### src/rtl/pll_phase_stepper.sv
`default_nettype none
// ============================================================================
// Module   : pll_phase_stepper
// Purpose  : Sequences optional PLL areset/clkswitch pulses followed by N
//            dynamic phase steps using a divided scanclk handshake.
// Revision : 1.0
// ============================================================================
module pll_phase_stepper #(
    parameter int STEP_W     = 8,
    parameter int SCAN_DIV   = 16,
    parameter int HOLD_HP    = 6,
    parameter int TIMEOUT_HP = 100,
    parameter int RST_CYC    = 8
) (
    input  logic              clk,
    input  logic              rstn,
    input  logic              update,
    input  logic              do_areset,
    input  logic              pll_clksrc,
    input  logic [2:0]        counter_sel,
    input  logic              direction,
    input  logic [STEP_W-1:0] pll_phase,
    input  logic              phase_done,
    output logic              areset,
    output logic              clkswitch,
    output logic              phasestep,
    output logic              scanclk,
    output logic [2:0]        phasecounterselect,
    output logic              phaseupdown,
    output logic              busy,
    output logic              done,
    output logic              timeout_err,
    output logic [STEP_W-1:0] steps_done
);

    localparam int c_div_w = (SCAN_DIV > 1) ? $clog2(SCAN_DIV) : 1;
    localparam int c_hp_w  = $clog2(TIMEOUT_HP + 1);
    localparam int c_cyc_w = $clog2(RST_CYC + 1);

    localparam logic [c_div_w-1:0] c_div_last = c_div_w'(SCAN_DIV - 1);
    localparam logic [c_hp_w-1:0]  c_hold_hp  = c_hp_w'(HOLD_HP);
    localparam logic [c_hp_w-1:0]  c_ack_hp   = c_hp_w'(HOLD_HP + 2);
    localparam logic [c_hp_w-1:0]  c_tmo_hp   = c_hp_w'(TIMEOUT_HP);
    localparam logic [c_cyc_w-1:0] c_cyc_last = c_cyc_w'(RST_CYC - 1);

    typedef enum logic [2:0] {
        S_IDLE   = 3'd0,
        S_ARESET = 3'd1,
        S_CLKSW  = 3'd2,
        S_SETUP  = 3'd3,
        S_STEP   = 3'd4,
        S_FINISH = 3'd5
    } state_t;

    state_t              state_q;
    logic [c_cyc_w-1:0]  cnt_q;
    logic [c_div_w-1:0]  div_q;
    logic [c_hp_w-1:0]   hp_q;
    logic [c_hp_w-1:0]   hp_d;
    logic [2:0]          sel_q;
    logic                dir_q;
    logic                clksrc_q;
    logic [STEP_W-1:0]   n_q;
    logic [STEP_W-1:0]   steps_q;
    logic                areset_q;
    logic                clksw_q;
    logic                pstep_q;
    logic                sclk_q;
    logic [2:0]          pcs_q;
    logic                pud_q;
    logic                busy_q;
    logic                done_q;
    logic                tmo_q;
    logic                w_tick;

    assign hp_d   = hp_q + 1'b1;
    assign w_tick = (div_q == c_div_last);

    always_ff @(posedge clk or negedge rstn) begin
        if (!rstn) begin
            state_q  <= S_IDLE;
            cnt_q    <= '0;
            div_q    <= '0;
            hp_q     <= '0;
            sel_q    <= 3'b000;
            dir_q    <= 1'b1;
            clksrc_q <= 1'b0;
            n_q      <= '0;
            steps_q  <= '0;
            areset_q <= 1'b0;
            clksw_q  <= 1'b0;
            pstep_q  <= 1'b0;
            sclk_q   <= 1'b0;
            pcs_q    <= 3'b000;
            pud_q    <= 1'b1;
            busy_q   <= 1'b0;
            done_q   <= 1'b0;
            tmo_q    <= 1'b0;
        end else begin
            done_q <= 1'b0;
            unique case (state_q)
                S_IDLE: begin
                    if (update) begin
                        sel_q    <= counter_sel;
                        dir_q    <= direction;
                        clksrc_q <= pll_clksrc;
                        n_q      <= pll_phase;
                        steps_q  <= '0;
                        tmo_q    <= 1'b0;
                        busy_q   <= 1'b1;
                        cnt_q    <= '0;
                        if (do_areset) begin
                            areset_q <= 1'b1;
                            state_q  <= S_ARESET;
                        end else if (pll_clksrc) begin
                            clksw_q <= 1'b1;
                            state_q <= S_CLKSW;
                        end else begin
                            state_q <= S_SETUP;
                        end
                    end
                end
                S_ARESET: begin
                    if (cnt_q == c_cyc_last) begin
                        areset_q <= 1'b0;
                        cnt_q    <= '0;
                        if (clksrc_q) begin
                            clksw_q <= 1'b1;
                            state_q <= S_CLKSW;
                        end else begin
                            state_q <= S_SETUP;
                        end
                    end else begin
                        cnt_q <= cnt_q + 1'b1;
                    end
                end
                S_CLKSW: begin
                    if (cnt_q == c_cyc_last) begin
                        clksw_q <= 1'b0;
                        cnt_q   <= '0;
                        state_q <= S_SETUP;
                    end else begin
                        cnt_q <= cnt_q + 1'b1;
                    end
                end
                S_SETUP: begin
                    if (steps_q == n_q) begin
                        done_q  <= 1'b1;
                        state_q <= S_FINISH;
                    end else begin
                        pcs_q   <= sel_q;
                        pud_q   <= dir_q;
                        sclk_q  <= 1'b0;
                        pstep_q <= 1'b1;
                        hp_q    <= '0;
                        div_q   <= '0;
                        state_q <= S_STEP;
                    end
                end
                S_STEP: begin
                    if (w_tick) begin
                        div_q <= '0;
                        if (hp_d == c_hold_hp) begin
                            pstep_q <= 1'b0;
                        end
                        // Acknowledge wins over timeout when both land on the same toggle.
                        if ((hp_d >= c_ack_hp) && phase_done) begin
                            steps_q <= steps_q + 1'b1;
                            sclk_q  <= 1'b0;
                            state_q <= S_SETUP;
                        end else if (hp_d == c_tmo_hp) begin
                            tmo_q   <= 1'b1;
                            sclk_q  <= 1'b0;
                            pstep_q <= 1'b0;
                            done_q  <= 1'b1;
                            state_q <= S_FINISH;
                        end else begin
                            sclk_q <= ~sclk_q;
                            hp_q   <= hp_d;
                        end
                    end else begin
                        div_q <= div_q + 1'b1;
                    end
                end
                S_FINISH: begin
                    busy_q  <= 1'b0;
                    state_q <= S_IDLE;
                end
                default: begin
                    state_q <= S_IDLE;
                end
            endcase
        end
    end

    assign areset             = areset_q;
    assign clkswitch          = clksw_q;
    assign phasestep          = pstep_q;
    assign scanclk            = sclk_q;
    assign phasecounterselect = pcs_q;
    assign phaseupdown        = pud_q;
    assign busy               = busy_q;
    assign done               = done_q;
    assign timeout_err        = tmo_q;
    assign steps_done         = steps_q;

endmodule
`default_nettype wire

### config.mk
export PLATFORM = sky130hd
export DESIGN_NAME = pll_phase_stepper
export DESIGN_NICKNAME = d
export VERILOG_FILES = /design/src/rtl/pll_phase_stepper.sv
export SDC_FILE = /design/constraint.sdc
export NUM_CORES = 1
export LEC_CHECK = 0
export CORE_ASPECT_RATIO = 0.75
export CORE_UTILIZATION = 52
export DETAILED_ROUTE_END_ITERATION = 16
export GPL_ROUTABILITY_DRIVEN = 0
export PLACE_DENSITY = 0.82
export SLEW_MARGIN = 15
export SYNTH_ARGS = -nofsm -noshare
export SYNTH_HDL_FRONTEND = slang
export SYNTH_SLANG_ARGS = --single-unit
### constraint.sdc
create_clock -name clk -period 2.4 [get_ports clk]
set_input_delay 0.48 -clock clk [delete_from_list [all_inputs] [get_ports clk]]
set_output_delay 0.48 -clock clk [all_outputs]
set_load 0.03 [all_outputs]
==> reports/qor.txt, run 1 <==
Status: complete, no violations
Root buf cell: clkbuf_8
GRT Residual Overflow: 0
CP required: 2.59 ns
Critical Path Fanout Max: 7
Vias/cell: 5.800
Final setup fails: 0
Antenna Cells: 0
WS Path Type: register to register
First DRT Iteration DRCs: 157
First-pass GRT wire length: 10520 microns
Worst Path Arrival: 2.44 ns
Synth Register Bits: 50
Die height: 63.78 microns
RSZ-0062 raised after global routing: no
Clk Latency, worst-skew pair: 0.30 ns
Tightest Pin Transition: 0.4989 ns
Syn Nets: 309
Peak VDD IR: 550.0 uV
Crit end category: register
Pre-antenna DRT Iters: 4
Area Overhead vs Synth: 21.75%
Final instance area: 3222 sq um
Top Ports: 37
Top cells by count, synth: nand2_1, dfrtp_1, nand3_1, nor2_1, o21ai_0
Clock slew at reported path FFs: 0.10 ns
Mapped Avg Cell Area: 9.285 sq um
Die area: 5381 sq um
Area after DPL: 3122 sq um
Initial Utilization: 0.5401
Synth top area share: 0.4539
CTS Buf Count: 5
R2R depth: 7
Primary FF master, synth: dfrtp_1
Largest net degree at the start of global routing: 20
H-tree levels: 2
Lkg Pwr: 1.469 nW
Max Cap Violations: 0
CTS sink cnt: 50
Async S/R FF share, synth: 1.000
Storage element area: 1254 sq um
Share of cells above drive strength 1: 0.1091
Die X: 84.38 microns
Pwr dens: 900.4 nW/um^2
Number of global-route vias before repair: 2332
Worst hold margin: 0.06559 ns
Synth area leader: dfrtp_1
Core Footprint: 4900 sq um
Most common cell in the synthesized netlist: nand2_1
TritonCTS clock tree: done
Final nets: 353
IO Port Bufs: 36
Via count: 2262
Layout filler cell count: 398
Top post-synthesis cells by area: dfrtp_1, nand2_1, xor2_1, nand3_1, ha_1
Count of cell types in the netlist: 49
TNS Setup: 0 ns
Synthesized area: 2646 sq um
Hold Fails Final Rpt: 0
Tcrit/Tclk final: 0.9394
EDFF count, synth: 0
Wirelength per Cell: 15.53 microns
Max-slew violations: 0
Ys Warns: 0
Final WL: 6056 microns
Highest Clock Rate: 443.6 MHz
Cell count after synthesis: 285
DP HPWL: 4402 microns
# hold bufs at CTS: 0
Final ANT Viol Nets: 0
Drt drc: 0
Multi-input gate area: 1339 sq um
Tot GR Track Use: 0.2475
Register area share after synthesis: 0.4738
Initial antenna violation count: 0
Worst min-delay path class: input port to asynchronous set/reset pin
Clock skew: 0.008279 ns
Final min period: 2.255 ns
Relative slew slack: 0.6650
Clock Path Buffers: 2
Site Rows: 22
Startpoint Class: register
==> flip-flops by register name, summed over array words and instances (netlist names) <==
| signal | cells |
|---|---|
| areset | 1 |
| busy | 1 |
| clksrc_q | 1 |
| clkswitch | 1 |
| cnt_q | 4 |
| dir_q | 1 |
| div_q | 4 |
| done | 1 |
| hp_q | 7 |
| n_q | 8 |
| phasecounterselect | 3 |
| phasestep | 1 |
| phaseupdown | 1 |
| scanclk | 1 |
| sel_q | 3 |
| state_q | 3 |
| steps_done | 8 |
| timeout_err | 1 |
==> layout make-up <==
type                            count  area share
Clock inverter                      2    0.004272
Tap cell                           60     0.02330
Clock buffer                        6     0.02252
Inverter                            6    0.006990
Sequential cell                    50      0.3891
Timing Repair Buffer               48      0.1383
Multi-Input combinational cell    218      0.4155
==> layout by cell type (no fill, tap or decap), drive strengths merged, types with 4 or more instances in the layout <==
cell            n
ha              6
buf            13
o21ai          15
nand2          66
dfrtp          48
xnor2           6
inv             6
nor4            4
mux2i           5
clkdlybuf4s50  35
nand3          19
xor2           12
a31oi           6
mux2            4
nor2           18
a21oi           8
nor3            5
o31ai           4
clkbuf          6
a211oi          5
nand4           6
==> layer usage <==
layer	global-route usage	share of wire
met1	0.3316	0.45
met4	0.06144	0.0056
met5	0	0
met2	0.4160	0.48
met3	0.05297	0.060
==> stage by stage <==
stage          power [mW]  instances    util  setup slack, ns
2_1_floorplan       2.016        285       -           0.3543
3_3_place_gp        2.356        382  0.6371           0.2413
3_5_place_dp        2.412        382  0.6371          0.09735
4_1_cts             2.899        390  0.6548          0.07758
5_1_grt             3.107        390  0.6576          0.04567
6_report            2.901        390  0.6576           0.1455
==> logic make-up (layout without fill, tap and decap cells) <==
kind of cell | Yosys count | count (layout) | share of synthesized area
compound gates | 56 | 56 | 0.1546
xor+xnor | 18 | 18 | 0.05957
fa+ha+maj | 6 | 6 | 0.02837
buf+inv | 17 | 62 | 0.02553
flops | 50 | 50 | 0.4738
mux | 9 | 9 | 0.03593
simple gates | 129 | 129 | 0.2222
==> power breakdown <==
| part | switching [mW] | internal, mW | total [mW] |
|---|---|---|---|
| sequential | 0.178 | 1.08 | 1.26 |
| clock | 0.283 | 0.206 | 0.489 |
| combinational | 0.665 | 0.489 | 1.15 |
==> timing repair <==
item                                    4_1_cts  5_1_grt
gates resized for setup                       0        2
buffers inserted                              0        0
endpoints found under the setup margin        0        6
==> worst max-delay path: stages, from the launching register on <==
cell	delay, ns
dfrtp_1	0.48
ha_2	0.29
nand3_1	0.17
a2bb2oi_2	0.27
o41ai_4	0.12
or4_1	0.57
xor2_1	0.18
nor2_1	0.07
==> worst paths after layout <==
| kind | from | slack, ns | end |
|---|---|---|---|
| max in group asynchronous | rstn | 1.71 | phaseupdown |
| hold / removal | rstn | 0.07 | state_q[1] |
| setup reg to reg | hp_q[0] | 0.15 | steps_done[5] |
| min in group clk | dir_q | 0.47 | dir_q |
| setup / recovery | hp_q[0] | 0.15 | steps_done[5] |
| hold reg to reg | dir_q | 0.47 | dir_q |
No activity file was read; power rests on OpenSTA's default activity.
==> run 2: changes to the inputs <==
--- a/config.mk
+++ b/config.mk
@@ -5,11 +5,12 @@
 export SDC_FILE = /design/constraint.sdc
 export NUM_CORES = 1
 export LEC_CHECK = 0
-export CORE_ASPECT_RATIO = 0.75
+export CORE_ASPECT_RATIO = 1.75
 export CORE_UTILIZATION = 52
 export DETAILED_ROUTE_END_ITERATION = 16
 export GPL_ROUTABILITY_DRIVEN = 0
 export PLACE_DENSITY = 0.82
+export SETUP_SLACK_MARGIN = 0.02
 export SLEW_MARGIN = 15
 export SYNTH_ARGS = -nofsm -noshare
 export SYNTH_HDL_FRONTEND = slang
==> reports/qor.txt, run 2 (synthesis results as in run 1) <==
RSZ-0062 raised after global routing: no (unchanged)
Commonest cells after routing, fill and taps aside: nand2_1, dfrtp_1, clkdlybuf4s50_1 (unchanged)
Comb pwr share: 0.352 (was 0.398)
CP peak stage delay: 0.53 ns (was 0.57 ns)
Die X: 55.93 microns (was 84.38 microns)
Peak VDD IR: 702.7 uV (was 550.0 uV)
Crit end category: register (unchanged)
H-tree levels: 2 (unchanged)
GRT Residual Overflow: 0 (unchanged)
Core Footprint: 4935 sq um (was 4900 sq um)
Drt drc: 0 (unchanged)
Vias/cell: 5.877 (was 5.800)
Sw Pwr: 1.110 mW (was 1.126 mW)
Startpoint Class: register (unchanged)
Tot GR Track Use: 0.2346 (was 0.2475)
Pre-antenna DRT Iters: 4 (unchanged)
# hold bufs at CTS: 0 (unchanged)
Clock skew: 0.006668 ns (was 0.008279 ns)
CP required: 2.60 ns (was 2.59 ns)
Critical-path top delay cell: o41a_4 (was or4_1)
P_int: 1.950 mW (was 1.775 mW)
Total Power: 3.060 mW (was 2.901 mW)
Critical Path Fanout Max: 8 (was 7)
Reg2reg start: hp_q[3] (was hp_q[0])
Final ANT Viol Nets: 0 (unchanged)
CTS sink cnt: 50 (unchanged)
Status: complete, no violations (unchanged)
Number of buffers and inverters on the critical path: 0 (unchanged)
WS Path Type: register to register (unchanged)
Relative slew slack: 0.6062 (was 0.6650)
Die height: 96.37 microns (was 63.78 microns)
Tcrit/Tclk final: 0.9174 (was 0.9394)
DP HPWL: 4398 microns (was 4402 microns)
Max-slew violations: 0 (unchanged)
Clock slew at reported path FFs: 0.09 ns (was 0.10 ns)
R2R setup slack: 0.20 ns (was 0.15 ns)
Die area: 5389 sq um (was 5381 sq um)
Wirelength per Cell: 15.46 microns (was 15.53 microns)
Tightest Pin Transition: 0.5845 ns (was 0.4989 ns)
Final setup fails: 0 (unchanged)
Final nets: 350 (was 353)
Root buf cell: clkbuf_8 (unchanged)
IO Port Bufs: 36 (unchanged)
Clk Latency, worst-skew pair: 0.30 ns (about the same)
Top Ports: 37 (unchanged)
Final instance area: 3241 sq um (was 3222 sq um)
Clock Power Share: 0.228 (was 0.169)
Number of global-route vias before repair: 2256 (was 2332)
Highest Clock Rate: 454.2 MHz (was 443.6 MHz)
Switching share of total power: 0.3627 (was 0.3883)
First DRT Iteration DRCs: 69 (was 157)
First-pass GRT wire length: 9804 microns (was 10520 microns)
Post-CTS sizing: 0 (unchanged)
Site Rows: 34 (was 22)
Worst hold margin: 0.1663 ns (was 0.06559 ns)
Hold Fails Final Rpt: 0 (unchanged)
Worst min-delay path class: input port to asynchronous set/reset pin (unchanged)
Worst Path Arrival: 2.40 ns (was 2.44 ns)
Lkg Pwr: 1.482 nW (was 1.469 nW)
Initial antenna violation count: 0 (unchanged)
Pwr dens: 944.4 nW/um^2 (was 900.4 nW/um^2)
Largest net degree at the start of global routing: 27 (was 20)
CP dominant cell by count: o21a_1
Antenna Cells: 0 (unchanged)
Max Cap Violations: 0 (unchanged)
Final min period: 2.202 ns (was 2.255 ns)
CP Cell Sequence: nand3_2 -> o21a_1 -> o41a_4 -> a31o_4 -> o21a_1 -> a22o_1 (was ha_2 -> nand3_1 -> a2bb2oi_2 -> o41ai_4 -> or4_1 -> xor2_1 -> nor2_1)
Post-CTS setup buffers: 0 (unchanged)
Area Overhead vs Synth: 22.46% (was 21.75%)
Area after DPL: 3092 sq um (was 3122 sq um)
Family with the most delay on the worst path: compound AO/OA/AOI/OAI gates (was simple AND/OR/NAND/NOR gates)
Register share of total power: 0.420 (was 0.433)
Share of cells above drive strength 1: 0.1009 (was 0.1091)
Final WL: 5891 microns (was 6056 microns)
Via count: 2239 (was 2262)
Commonest non-fill, non-tap cell in the layout: nand2_1 (unchanged)
CTS Buf Count: 5 (unchanged)
R2R depth: 6 (was 7)
Reg-to-reg endpoint: hp_q[3] (was steps_done[5])
TritonCTS clock tree: done (unchanged)
Clock Path Buffers: 2 (unchanged)
Crit path depth: 6 (was 7)
TNS Setup: 0 ns (unchanged)
Initial Utilization: 0.5363 (was 0.5401)
run 2: changes by cell type in the layout (fill, tap and decap cells not counted):
cell       before  now
buf_4          12    9
bufinv_16       0    2
clkbuf_1        1    0
clkinv_2        1    0
ha_1            5    6
ha_2            1    0
run 2: stage by stage:
stage / setup WS (ns) / util / std cells
after global placement: 0.2915 / 0.6265 / 373
after floorplan: 0.3543 / - / 285
after detailed placement: 0.1781 / 0.6265 / 373
after CTS: 0.1639 / 0.6544 / 381
after global routing: 0.1151 / 0.6567 / 381
final: 0.1981 / 0.6567 / 381
run 2: power groups by stage:
stage | combinational [mW] | clock, mW | sequential, mW
floorplan | 0.692 | 0 | 1.32
global placement | 1.03 | 0 | 1.29
detailed placement | 1.06 | 0 | 1.30
CTS | 1.07 | 0.714 | 1.29
global route | 1.20 | 0.741 | 1.32
finish | 1.08 | 0.697 | 1.29
run 2: worst max path at each step:
stage / endpoint / start / slack (ns)
final: hp_q[3] / hp_q[3] / 0.20
after global placement: hp_q[2] / hp_q[3] / 0.29
after global routing: steps_done[5] / hp_q[0] / 0.12
after CTS: hp_q[2] / hp_q[0] / 0.16
after floorplan: phasestep / steps_done[3] / 0.35
after detailed placement: hp_q[2] / hp_q[0] / 0.18
run 2: layer usage:
| metal | share of wire | global-route usage |
|---|---|---|
| met4 | 0.033 | 0.1524 |
| met2 | 0.55 | 0.4357 |
| met5 | 0 | 0 |
| met3 | 0.040 | 0.04394 |
| met1 | 0.38 | 0.2402 |
run 2: final cells by class:
cell class	instances	area (sq um)
inverter	6	22.52
clock inverter	3	68.82
sequential	50	1254
tap	54	67.56
multi-input combinational	218	1336
clock buffer	5	68.82
timing repair buffer	45	422.9
fill	403	1694
